--- src/rtl/clock_gen_pkg.sv ---
// Shared definitions for the clock-enable generator: FSM encoding,
// parameter defaults and a small index-width helper.
package clock_gen_pkg;

    typedef enum logic [1:0] {
        WAIT_LOCK = 2'd0,
        SETTLE    = 2'd1,
        RUN       = 2'd2
    } state_t;

    localparam int DEF_NUM_CH      = 4;
    localparam int DEF_ACC_WIDTH   = 24;
    localparam int DEF_LOCK_CYCLES = 1024;
    localparam int DEF_INC         = 1;

    // Width of an index into n items, never narrower than one bit.
    function automatic int idx_width(input int n);
        return (n > 1) ? $clog2(n) : 1;
    endfunction

endpackage

--- src/rtl/phase_acc.sv ---
// Single-channel phase accumulator: holds its own increment register and
// emits the carry-out of each accumulation as a registered enable pulse.
module phase_acc
    import clock_gen_pkg::*;
#(
    parameter int ACC_WIDTH   = DEF_ACC_WIDTH,
    parameter int DEFAULT_INC = DEF_INC
) (
    input  logic                 clk,
    input  logic                 rst_n,
    input  logic                 run,
    input  logic                 load,
    input  logic [ACC_WIDTH-1:0] load_data,
    output logic                 ce
);

    logic [ACC_WIDTH-1:0] acc;
    logic [ACC_WIDTH-1:0] inc;
    logic [ACC_WIDTH:0]   sum;

    // One extra bit captures the carry that becomes the enable pulse.
    assign sum = {1'b0, acc} + {1'b0, inc};

    always_ff @(posedge clk or negedge rst_n) begin
        if (!rst_n) begin
            acc <= '0;
            inc <= ACC_WIDTH'(DEFAULT_INC);
            ce  <= 1'b0;
        end else begin
            if (run) begin
                acc <= sum[ACC_WIDTH-1:0];
                ce  <= sum[ACC_WIDTH];
            end else begin
                acc <= '0;
                ce  <= 1'b0;
            end
            // The sum above still uses the old increment at this edge.
            if (load) begin
                inc <= load_data;
            end
        end
    end

endmodule

--- src/rtl/clock_enable_gen.sv ---
// Multi-channel clock-enable generator gated by PLL lock: waits for a run of
// consecutive locked cycles, then drives phase accumulators until lock drops.
module clock_enable_gen
    import clock_gen_pkg::*;
#(
    parameter int NUM_CH      = DEF_NUM_CH,
    parameter int ACC_WIDTH   = DEF_ACC_WIDTH,
    parameter int LOCK_CYCLES = DEF_LOCK_CYCLES,
    parameter int DEFAULT_INC = DEF_INC
) (
    input  logic                         clk,
    input  logic                         rst_n,
    input  logic                         pll_locked,
    input  logic                         wr_en,
    input  logic [idx_width(NUM_CH)-1:0] wr_ch,
    input  logic [ACC_WIDTH-1:0]         wr_data,
    output logic [NUM_CH-1:0]            ce,
    output logic                         ready,
    output logic                         lock_lost,
    input  logic                         lock_lost_clr
);

    localparam int CH_W  = idx_width(NUM_CH);
    localparam int CNT_W = $clog2(LOCK_CYCLES);
    localparam logic [CNT_W-1:0] CNT_LAST = CNT_W'(LOCK_CYCLES - 1);

    state_t           state;
    logic [CNT_W-1:0] settle_cnt;
    logic             run_en;

    // Accumulators advance only while in RUN with lock still present, so a
    // lock drop clears ce on the same edge that leaves RUN.
    assign run_en = (state == RUN) && pll_locked;

    always_ff @(posedge clk or negedge rst_n) begin
        if (!rst_n) begin
            state      <= WAIT_LOCK;
            settle_cnt <= '0;
            ready      <= 1'b0;
            lock_lost  <= 1'b0;
        end else begin
            case (state)
                WAIT_LOCK: begin
                    settle_cnt <= '0;
                    ready      <= 1'b0;
                    if (pll_locked) begin
                        state <= SETTLE;
                    end
                end
                SETTLE: begin
                    if (!pll_locked) begin
                        state      <= WAIT_LOCK;
                        settle_cnt <= '0;
                        ready      <= 1'b0;
                    end else if (settle_cnt == CNT_LAST) begin
                        state      <= RUN;
                        settle_cnt <= '0;
                        ready      <= 1'b1;
                    end else begin
                        settle_cnt <= settle_cnt + 1'b1;
                        ready      <= 1'b0;
                    end
                end
                RUN: begin
                    settle_cnt <= '0;
                    if (!pll_locked) begin
                        state <= WAIT_LOCK;
                        ready <= 1'b0;
                    end else begin
                        ready <= 1'b1;
                    end
                end
                default: begin
                    state      <= WAIT_LOCK;
                    settle_cnt <= '0;
                    ready      <= 1'b0;
                end
            endcase

            // A fresh lock loss outranks a clear arriving on the same edge.
            if ((state == RUN) && !pll_locked) begin
                lock_lost <= 1'b1;
            end else if (lock_lost_clr) begin
                lock_lost <= 1'b0;
            end
        end
    end

    // Out-of-range channel indices match no instance and are dropped.
    for (genvar i = 0; i < NUM_CH; i++) begin : g_ch
        logic load;
        assign load = wr_en && (wr_ch == CH_W'(i));

        phase_acc #(
            .ACC_WIDTH  (ACC_WIDTH),
            .DEFAULT_INC(DEFAULT_INC)
        ) u_phase_acc (
            .clk      (clk),
            .rst_n    (rst_n),
            .run      (run_en),
            .load     (load),
            .load_data(wr_data),
            .ce       (ce[i])
        );
    end

endmodule

--- config.mk ---
export PLATFORM = sky130hd
export DESIGN_NAME = clock_enable_gen
export DESIGN_NICKNAME = d
export VERILOG_FILES = /design/src/rtl/clock_gen_pkg.sv /design/src/rtl/phase_acc.sv /design/src/rtl/clock_enable_gen.sv
export SDC_FILE = /design/constraint.sdc
export NUM_CORES = 1
export LEC_CHECK = 0
export CORE_MARGIN = 5
export CORE_UTILIZATION = 50
export CTS_BUF_LIST = sky130_fd_sc_hd__clkbuf_8
export CTS_CLUSTER_SIZE = 20
export DETAILED_ROUTE_END_ITERATION = 7
export GPL_TIMING_DRIVEN = 0
export PLACE_DENSITY = 0.75
export SLEW_MARGIN = 25
export SYNTH_ARGS = -nofsm -noshare
export SYNTH_HDL_FRONTEND = slang
export SYNTH_SLANG_ARGS = --single-unit
export TNS_END_PERCENT = 30
--- constraint.sdc ---
create_clock -name clk -period 3.2 [get_ports clk]
set_clock_uncertainty 0.2 [all_clocks]
set_input_delay 0.64 -clock clk [delete_from_list [all_inputs] [get_ports clk]]
set_output_delay 0.64 -clock clk [all_outputs]
set_load 0.01 [all_outputs]
==> flow_metrics.py, run 1 <==
metrics = {
    "sta": {
        "timing.final.crit_share_pct": 98.8,
        "setup_viol": 0,
        "timing.fmax_ghz": 0.316,
        "hold_viol_final": 0,
        "rsz0062_at_grt": "true",
        "worst_pin_slew_ps": 1010,
        "finalSetupTns_ps": 0,
        "slew_violations": 0,
        "maxSlewHeadroom_pct": 32.8,
        "period_minus_slack_ps": 3160,
    },
    "logic_synthesis": {
        "yosysWarnings": 0,
        "synth_area_sq_um": 11700,
        "synth-seq-area-share_pct": 45.0,
        "synth_fp_nets": 1223,
        "netlist_instances": 1088,
        "async_flop_share_pct": 100,
        "synth_top_area_cell": "dfrtp_1",
        "yosysTopAreaCellShare_pct": 44.1,
        "synth_ff_type": "dfrtp_1",
        "synthTopCellsByCount": "dfrtp_1, nor2_1, ha_1, mux2_2, a21oi_1",
        "synthMostInstantiatedCell": "dfrtp_1",
        "ys_ff_latch": 210,
        "syn_area_per_cell_sq_um": 10.8,
        "synth-edff-count": 0,
        "synth.distinct_cells": 64,
        "synthTopCellsByArea": "dfrtp_1, ha_1, mux2_2, nor2_1, a21oi_1",
    },
    "die": {
        "std_cell_rows": 56,
        "die_x_um": 163,
        "ios": 37,
        "fp.dieH_um": 163,
        "die-area_sq_um": 26600,
        "core_sq_um": 23300,
        "start_util_pct": 50.3,
    },
    "routing": {
        "drtIter0Drc": 393,
        "vias_per_cell": 5.56,
        "routed_wl_um": 25200,
        "remaining_drc_errors": 0,
        "postRouteAntennaNets": 0,
        "firstDrtPassIters": 5,
        "vias": 8402,
        "avgRoutedWirePerCell_um": 16.6,
    },
    "cells_and_area": {
        "antenna_cells": 0,
        "drive_above_1_share_pct": 15.9,
        "areaGrowthSynthToFinish_pct": 14.1,
        "fill_cells": 2010,
        "nets": 1301,
    },
    "worst_setup_path": {
        "ff2ff_setup_slack_ps": 40,
        "worstSetupPathType": "reg2reg",
        "end_kind": "flop",
        "r2r_cells": 10,
        "path_max_fanout": 3,
        "regToRegStartpoint": "g_ch[2].u_phase_acc.inc[0]$_DFFE_PN1P_",
        "setup.worst_path.start_class": "flop",
        "regToRegEndpoint": "g_ch[2].u_phase_acc.acc[22]$_DFF_PN0_",
        "arrival_ps": 3390,
        "required_ps": 3430,
    },
    "status": {
        "status": "finished clean",
    },
    "min_path": {
        "worst_hold_startpoint": "settle_cnt[0]$_DFF_PN0_",
        "hp-class": "reg2reg",
        "whs_endpoint": "settle_cnt[0]$_DFF_PN0_",
        "hold_depth": 1,
    },
    "cts": {
        "cts.clk_slew.worst_paths_ps": 60,
        "clock_path_buffers": 3,
        "post-cts-setup-buffers": 0,
        "clock_latency_ps": 540,
        "h-tree-depth": 2,
        "numCtsBuffers": 37,
        "cts-root-buf": "clkbuf_8",
        "cts.sinks": 210,
        "cts_tree": "built",
    },
    "flow_run": {
        "timing.max_cap.violations": 0,
    },
    "pwr": {
        "pwr-share-clk_pct": 36.3,
        "power_density_nw_per_um2": 505,
        "combinationalPowerShare_pct": 18.3,
        "p_sw_share_pct": 28.2,
        "finalPower_w": 0.00675,
        "switchingPower_w": 0.00190,
        "p_int_w": 0.00484,
        "ir_worst_vdd_uv": 324,
        "cellLeakagePower_nw": 6.35,
        "seq_power_share_pct": 45.4,
    },
    "global_route": {
        "overflow": 0,
        "grt_use_total_pct": 19.5,
        "grt_pass1_wl_um": 42500,
        "grt_pass1_vias": 8510,
        "antenna_found_initial": 0,
        "grt_max_degree": 95,
    },
    "placement": {
        "place_hpwl_um": 18000,
        "placement.io_buffers": 36,
        "gp_congestion": 0.892,
    },
}
==> layout make-up <==
class / count / area [sq um] / share of cell area, %
Buffer: 29 / 124 / 0.928
Sequential cell: 210 / 5260 / 39.4
Clock inverter: 17 / 70.1 / 0.525
Inverter: 20 / 75.1 / 0.562
Clock buffer: 49 / 674 / 5.05
Multi-Input combinational cell: 829 / 6320 / 47.3
Timing Repair Buffer: 39 / 430 / 3.22
Tap cell: 319 / 399 / 2.99
==> critical path, cell delays in order, from the launching register on <==
cell       delay (ps)
dfstp_2           370
ha_1              230
fa_1              440
a21oi_2           180
nor2_1             90
o311ai_2          340
nand3_1           250
a2111oi_4         390
nor4_1            150
o21ai_1           200
nor3b_1           210
==> per-stage QoR <==
step	utilization [%]	area, sq um	std cells	setup slack (ps)	hold WS, ps
after floorplan	-	11700	1088	433	144
after global placement	53.6	12500	1443	-7540	272
after detailed placement	53.8	12500	1445	-5.76	279
after CTS	57.1	13300	1512	34.2	289
after global routing	57.4	13400	1512	-23.1	327
final	57.4	13400	1512	38.9	283
==> worst max path at each step <==
| stage | slack (ps) | endpoint | cells past startpoint | startpoint |
|---|---|---|---|---|
| floorplan | 430 | g_ch[1].u_phase_acc.acc[22]$_DFF_PN0_ | 10 | g_ch[1].u_phase_acc.inc[0]$_DFFE_PN1P_ |
| global placement | -7540 | g_ch[0].u_phase_acc.acc[5]$_DFF_PN0_ | 1 | rst_n |
| detailed placement | -6 | g_ch[2].u_phase_acc.acc[22]$_DFF_PN0_ | 10 | g_ch[2].u_phase_acc.inc[0]$_DFFE_PN1P_ |
| CTS | 30 | g_ch[1].u_phase_acc.acc[22]$_DFF_PN0_ | 10 | g_ch[1].u_phase_acc.inc[0]$_DFFE_PN1P_ |
| global route | -20 | g_ch[2].u_phase_acc.acc[22]$_DFF_PN0_ | 10 | g_ch[2].u_phase_acc.inc[0]$_DFFE_PN1P_ |
| finish | 40 | g_ch[2].u_phase_acc.acc[22]$_DFF_PN0_ | 10 | g_ch[2].u_phase_acc.inc[0]$_DFFE_PN1P_ |
==> per-layer routing <==
metal  up-vias  part of all wire, %  GRT usage [%]
li1       4103                    -              -
met1      4079                   47           27.0
met2       166                   46           31.4
met3        54                  4.1           3.32
met4         0                  2.5           6.56
met5         -                    0              0
==> cell families after synthesis <==
group,after synthesis,synth area share [%]
xor gates and xnor gates,79,5.91
adders and majority gates,104,11.4
AOI/OAI and AO/OA,257,14.9
buffers and inverters,49,1.70
DFF,210,45.0
muxes,98,9.41
and+or+nand+nor,291,11.7
==> power by group through the flow <==
stage / Combinational (W) / Sequential (W) / Clock, W
2_1_floorplan: 0.000925 / 0.00306 / 0
3_3_place_gp: 0.00117 / 0.00310 / 0
3_5_place_dp: 0.00122 / 0.00311 / 0
4_1_cts: 0.00123 / 0.00306 / 0.00253
5_1_grt: 0.00139 / 0.00309 / 0.00265
6_report: 0.00123 / 0.00306 / 0.00245
==> placed cells by master (no fill, tap or decap), types with 38 or more instances in the layout <==
cell	count
nand2_1	45
a21o_1	41
dfrtp_1	206
xor2_1	41
xnor2_1	38
nor2_1	132
clkbuf_8	49
a21oi_1	72
o21ai_0	46
mux2_2	96
ha_1	100
==> sequential cells by signal, indices dropped and copies added (netlist names) <==
signal                count
g_ch.u_phase_acc.acc     96
g_ch.u_phase_acc.inc     96
settle_cnt               10
g_ch.u_phase_acc.ce       4
state                     2
lock_lost                 1
ready                     1
==> timing repair <==
| item | CTS | global route |
|---|---|---|
| gates resized for setup | 1 | 11 |
| hold buffers | 1 | 0 |
| hold endpoints to repair | 37 | 0 |
| endpoints found under the setup margin | 1 | 11 |
| pin swaps | 0 | 3 |
| cloned | 0 | 0 |
No activity file was read; power rests on OpenSTA's default activity.
==> run 2, diff against run 1 <==
Settings changed: CTS_CLUSTER_DIAMETER set to 80.
==> flow_metrics.py, run 2 (synthesis results as in run 1) <==
metrics = {
    "pwr": {
        "seq_power_share_pct": 54.0,
        "p_sw_share_pct": 29.0,
        "combinationalPowerShare_pct": 21.7,
        "switchingPower_w": 0.00164,
        "p_int_w": 0.00401,
        "pwr-share-clk_pct": 24.3,
        "ir_worst_vdd_uv": 345,
        "cellLeakagePower_nw": 6.07,
        "power_density_nw_per_um2": 439,
    },
    "die": {
        "std_cell_rows": 56,
        "ios": 37,
        "die-area_sq_um": 26600,
        "start_util_pct": 50.3,
        "die_x_um": 163,
        "core_sq_um": 23300,
        "fp.dieH_um": 163,
    },
    "worst_setup_path": {
        "end_kind": "flop",
        "slowest_stage": "fa_1",
        "setup.worst_path.start_class": "flop",
        "critical_path_depth": 10,
        "cp_top_family": "compound AO/OA/AOI/OAI gates",
        "regToRegEndpoint": "g_ch[2].u_phase_acc.acc[22]$_DFF_PN0_",
        "crit_start": "g_ch[2].u_phase_acc.inc[0]$_DFFE_PN1P_",
        "worstSetupPathType": "reg2reg",
        "r2r_cells": 10,
        "arrival_ps": 3390,
        "ff2ff_setup_slack_ps": 40,
        "path_cells": "ha_1, fa_1, a21oi_2, nor2_1, o311ai_2, nand3_1, a2111oi_4, nor4_1, o21ai_1, nor3b_1",
        "cp.buffers_inverters": 0,
        "required_ps": 3420,
        "regToRegStartpoint": "g_ch[2].u_phase_acc.inc[0]$_DFFE_PN1P_",
        "endpoint": "g_ch[2].u_phase_acc.acc[22]$_DFF_PN0_",
        "slowest_delay_ps": 440,
        "path_max_fanout": 3,
    },
    "cells_and_area": {
        "nets": 1278,
        "largestRegisters": "g_ch.u_phase_acc.acc: 96 flops, g_ch.u_phase_acc.inc: 96 flops, settle_cnt: 10 flops",
        "fill_cells": 2068,
        "final_common_cell": "dfrtp_1",
        "fin_area_sq_um": 12900,
        "areaGrowthSynthToFinish_pct": 9.92,
        "postLayoutCoreUtil_pct": 55.3,
        "final_cell_mix": "dfrtp_1, nor2_1, ha_1, mux2_2, a21oi_1",
        "drive_above_1_share_pct": 13.4,
        "antenna_cells": 0,
    },
    "cts": {
        "cts-root-buf": "clkbuf_8",
        "clock_latency_ps": 510,
        "h-tree-depth": 1,
        "cts.clk_slew.worst_paths_ps": 120,
        "cts_tree": "built",
        "numCtsBuffers": 14,
        "clock_path_buffers": 3,
        "cts.sinks": 210,
    },
    "global_route": {
        "grt_max_degree": 95,
        "grt_pass1_vias": 8169,
        "grt_pass1_wl_um": 41200,
        "overflow": 0,
        "grt_use_total_pct": 18.8,
        "antenna_found_initial": 0,
    },
    "sta": {
        "maxSlewHeadroom_pct": 31.2,
        "slew_violations": 0,
        "rsz0062_at_grt": "true",
        "hold_viol_final": 0,
        "period_minus_slack_ps": 3160,
        "timing.fmax_ghz": 0.316,
        "setup_viol": 0,
        "timing.final.crit_share_pct": 98.9,
        "worst_pin_slew_ps": 1030,
    },
    "placement": {
        "place_hpwl_um": 18000,
        "gp_congestion": 0.892,
        "placedInstanceArea_sq_um": 12500,
        "placement.io_buffers": 36,
    },
    "routing": {
        "routed_wl_um": 24200,
        "vias_per_cell": 5.61,
        "remaining_drc_errors": 0,
        "postRouteAntennaNets": 0,
        "dr_wl_met2_um": 11100,
        "vias": 8230,
        "firstDrtPassIters": 4,
        "drt-met1-wl_um": 11700,
        "top_layer_used": "met4",
        "avgRoutedWirePerCell_um": 16.5,
        "met3WireLength_um": 779,
        "drtIter0Drc": 340,
    },
    "flow_run": {
        "timing.max_cap.violations": 0,
    },
    "min_path": {
        "hold_depth": 1,
        "hp-class": "reg2reg",
    },
    "status": {
        "status": "finished clean",
    },
}
==> run 2: worst min path at each step <==
stage	slack [ps]	from	to
6_report	290	settle_cnt[0]$_DFF_PN0_	settle_cnt[0]$_DFF_PN0_
5_1_grt	340	settle_cnt[0]$_DFF_PN0_	settle_cnt[0]$_DFF_PN0_
4_1_cts	300	settle_cnt[0]$_DFF_PN0_	settle_cnt[0]$_DFF_PN0_
3_5_place_dp	280	settle_cnt[0]$_DFF_PN0_	settle_cnt[0]$_DFF_PN0_
3_3_place_gp	270	settle_cnt[0]$_DFF_PN0_	settle_cnt[0]$_DFF_PN0_
2_1_floorplan	140	rst_n	g_ch[0].u_phase_acc.acc[0]$_DFF_PN0_
==> run 2: layout make-up <==
class                   count  area (sq um)  area share (%)
flip-flops and latches    210          5260            40.9
repair buffers             39           430            3.35
well taps                 319           399            3.10
plain buffers              29           124           0.963
clock buffers              16           220            1.71
inverters                  20          75.1           0.584
clock inverters             5          46.3           0.360
multi-input cells         829          6310            49.0
==> run 2: power by group through the flow <==
stage,clock [W],combinational (W),sequential (W)
after floorplan,0,0.000925,0.00306
after CTS,0.00143,0.00122,0.00306
after detailed placement,0,0.00122,0.00311
after global routing,0.00153,0.00138,0.00309
after global placement,0,0.00117,0.00310
final,0.00137,0.00122,0.00305
==> run 2: per-stage QoR <==
step	hold WS, ps	power [W]	setup slack [ps]	cells	setup TNS [ps]
CTS	296	0.00571	62.8	1467	0
global route	339	0.00599	-32.6	1467	-56.7
finish	288	0.00565	35.5	1467	0
global placement	272	0.00427	-7540	1443	-1574790
floorplan	144	0.00398	433	1088	0
detailed placement	279	0.00433	-5.76	1445	-5.76
==> run 2: what timing repair did <==
item	in CTS	in global routing
pin swaps	0	3
setup endpoints to repair	1	9
hold endpoints to repair	37	0
setup buffers	0	0
gates resized for setup	1	9
cloned	0	0
hold buffers	1	0
==> run 2: routing by layer <==
| layer | track usage [%] | up-vias |
|---|---|---|
| li1 | - | 4031 |
| met1 | 26.9 | 4032 |
| met2 | 30.3 | 134 |
| met3 | 2.38 | 33 |
| met4 | 5.03 | 0 |
| met5 | 0 | - |
==> run 2: worst register-to-register path, cell delays in order (launching register included) <==
cell and delay (ps):
dfstp_2 390, ha_1 230, fa_1 440, a21oi_2 180, nor2_1 90, o311ai_2 330, nand3_1 270, a2111oi_4 400
nor4_1 150, o21ai_1 200, nor3b_1 210
==> run 3, diff against run 2 <==
Settings changed: PLACE_DENSITY 0.75 to 0.78.
==> flow_metrics.py, run 3 (synthesis results as in run 1) <==
metrics = {
    "status": {
        "status": "finished clean",
    },
    "global_route": {
        "antenna_found_initial": 0,
        "grt_pass1_vias": 8197,
        "overflow": 0,
        "grt_max_degree": 94,
        "grt_use_total_pct": 18.6,
        "grt_pass1_wl_um": 40400,
    },
    "cts": {
        "clock_latency_ps": 510,
        "h-tree-depth": 1,
        "cts_tree": "built",
        "numCtsBuffers": 15,
        "cts.clk_slew.worst_paths_ps": 120,
        "cts.sinks": 210,
        "clock_path_buffers": 3,
        "cts-root-buf": "clkbuf_8",
    },
    "worst_setup_path": {
        "critical_path_depth": 10,
        "slowest_stage": "fa_1",
        "r2r_cells": 10,
        "slowest_delay_ps": 420,
        "arrival_ps": 3310,
        "cp.buffers_inverters": 0,
        "setup.worst_path.start_class": "flop",
        "end_kind": "flop",
        "path_cells": "ha_1, fa_1, a21oi_1, nor2_1, o311ai_2, nand3_1, a2111oi_4, nor4_1, o21ai_1, nor3b_1",
        "cp_top_family": "compound AO/OA/AOI/OAI gates",
        "required_ps": 3430,
        "worstSetupPathType": "reg2reg",
        "path_max_fanout": 3,
    },
    "die": {
        "die_x_um": 163,
        "start_util_pct": 50.3,
        "fp.dieH_um": 163,
        "core_sq_um": 23300,
        "die-area_sq_um": 26600,
        "ios": 37,
        "std_cell_rows": 56,
    },
    "sta": {
        "timing.final.crit_share_pct": 96.2,
        "worst_pin_slew_ps": 986,
        "rsz0062_at_grt": "false",
        "hold_viol_final": 0,
        "setup_viol": 0,
        "slew_violations": 0,
        "period_minus_slack_ps": 3080,
        "setup_slack_ps": 121,
        "maxSlewHeadroom_pct": 34.3,
        "timing.fmax_ghz": 0.325,
    },
    "min_path": {
        "hp-class": "reg2reg",
        "hold_depth": 1,
    },
    "cells_and_area": {
        "fill_cells": 2042,
        "layout.cells.non_filler": 1469,
        "final_cell_mix": "dfrtp_1, nor2_1, ha_1, mux2_2, a21oi_1",
        "seq_area_sq_um": 5260,
        "areaGrowthSynthToFinish_pct": 10.2,
        "nets": 1280,
        "largestRegisters": "g_ch.u_phase_acc.acc: 96 flops, g_ch.u_phase_acc.inc: 96 flops, settle_cnt: 10 flops",
        "multi_input_area_sq_um": 6300,
        "drive_above_1_share_pct": 13.5,
        "final_common_cell": "dfrtp_1",
        "antenna_cells": 0,
    },
    "routing": {
        "remaining_drc_errors": 0,
        "postRouteAntennaNets": 0,
        "firstDrtPassIters": 5,
        "vias_per_cell": 5.63,
        "drtIter0Drc": 465,
        "vias": 8272,
        "routed_wl_um": 24500,
        "avgRoutedWirePerCell_um": 16.7,
    },
    "pwr": {
        "ir_worst_vdd_uv": 326,
        "power_density_nw_per_um2": 448,
        "cellLeakagePower_nw": 6.08,
    },
    "placement": {
        "dp.cells": 1445,
        "gp_congestion": 0.927,
        "place_ws_ps": 49.4,
        "placement.io_buffers": 36,
        "place_hpwl_um": 18000,
    },
    "flow_run": {
        "timing.max_cap.violations": 0,
    },
}
==> run 3: cell count changes in the layout (fill, tap and decap cells not counted) <==
| cell | change |
|---|---|
| clkbuf_8 | -1 |
| a21oi_1 | +1 |
| o21ai_1 | +1 |
| clkinv_4 | +1 |
| clkinv_2 | -1 |
| a21oi_2 | -1 |
| bufinv_16 | +1 |
| buf_4 | +1 |
| o21ai_2 | -1 |
| inv_6 | +2 |
| inv_1 | -1 |
==> run 3: path summary, 6_finish.rpt <==
check,from,endpoint,slack (ps)
min in group asynchronous,rst_n,g_ch[3].u_phase_acc.acc[18]$_DFF_PN0_,370
worst max register to register,g_ch[2].u_phase_acc.inc[0]$_DFFE_PN1P_,g_ch[2].u_phase_acc.acc[22]$_DFF_PN0_,120
max in group asynchronous,rst_n,g_ch[0].u_phase_acc.inc[3]$_DFFE_PN0P_,1290
worst min register to register,settle_cnt[0]$_DFF_PN0_,settle_cnt[0]$_DFF_PN0_,290
worst min-delay path,settle_cnt[0]$_DFF_PN0_,settle_cnt[0]$_DFF_PN0_,290
worst max-delay path,g_ch[2].u_phase_acc.inc[0]$_DFFE_PN1P_,g_ch[2].u_phase_acc.acc[22]$_DFF_PN0_,120
==> run 3: layer usage <==
layer | global-route usage (%) | up-vias | routed length (um)
li1 | - | 4013 | -
met1 | 26.6 | 4068 | 11600
met2 | 30.3 | 158 | 11300
met3 | 2.15 | 33 | 919
met4 | 4.73 | 0 | 620
met5 | 0 | - | 0
==> run 3: final cells by class <==
class,instances,area share (%)
clock inverters,7,0.728
repair buffers,40,3.40
clock buffers,15,1.60
plain buffers,29,0.961
multi-input cells,829,48.8
inverters,20,0.582
flip-flops and latches,210,40.8
well taps,319,3.10
==> run 3: report_power, final <==
| part | switching (W) | internal (W) | total [W] |
|---|---|---|---|
| registers | 0.000157 | 0.00290 | 0.00306 |
| clock network | 0.000878 | 0.000616 | 0.00149 |
| logic | 0.000657 | 0.000571 | 0.00123 |
| total | 0.00169 | 0.00409 | 0.00578 |
==> run 3: metrics by stage <==
stage | setup TNS (ps) | area [sq um] | hold slack (ps) | total power, W | util (%)
floorplan | 0 | 11700 | 144 | 0.00398 | -
global placement | -1548700 | 12500 | 271 | 0.00427 | 53.6
detailed placement | 0 | 12500 | 280 | 0.00433 | 53.8
CTS | 0 | 12800 | 296 | 0.00583 | 55.2
global route | 0 | 12900 | 330 | 0.00610 | 55.4
finish | 0 | 12900 | 293 | 0.00578 | 55.4
==> run 3: timing repair <==
item | CTS | global route
hold buffers | 1 | 0
buffers inserted | 0 | 1
cloned | 0 | 0
pin swaps | 0 | 2
endpoints found under the setup margin | 1 | 8
hold endpoints to repair | 30 | 0
gates resized for setup | 1 | 7
==> run 3: worst reg2reg max path: cells and delay by family, from the launching register on <==
family / cells / cell delay, ps
compound gates: 4 / 1080
simple gates: 4 / 690
fa+ha+maj: 2 / 650
flops: 1 / 390
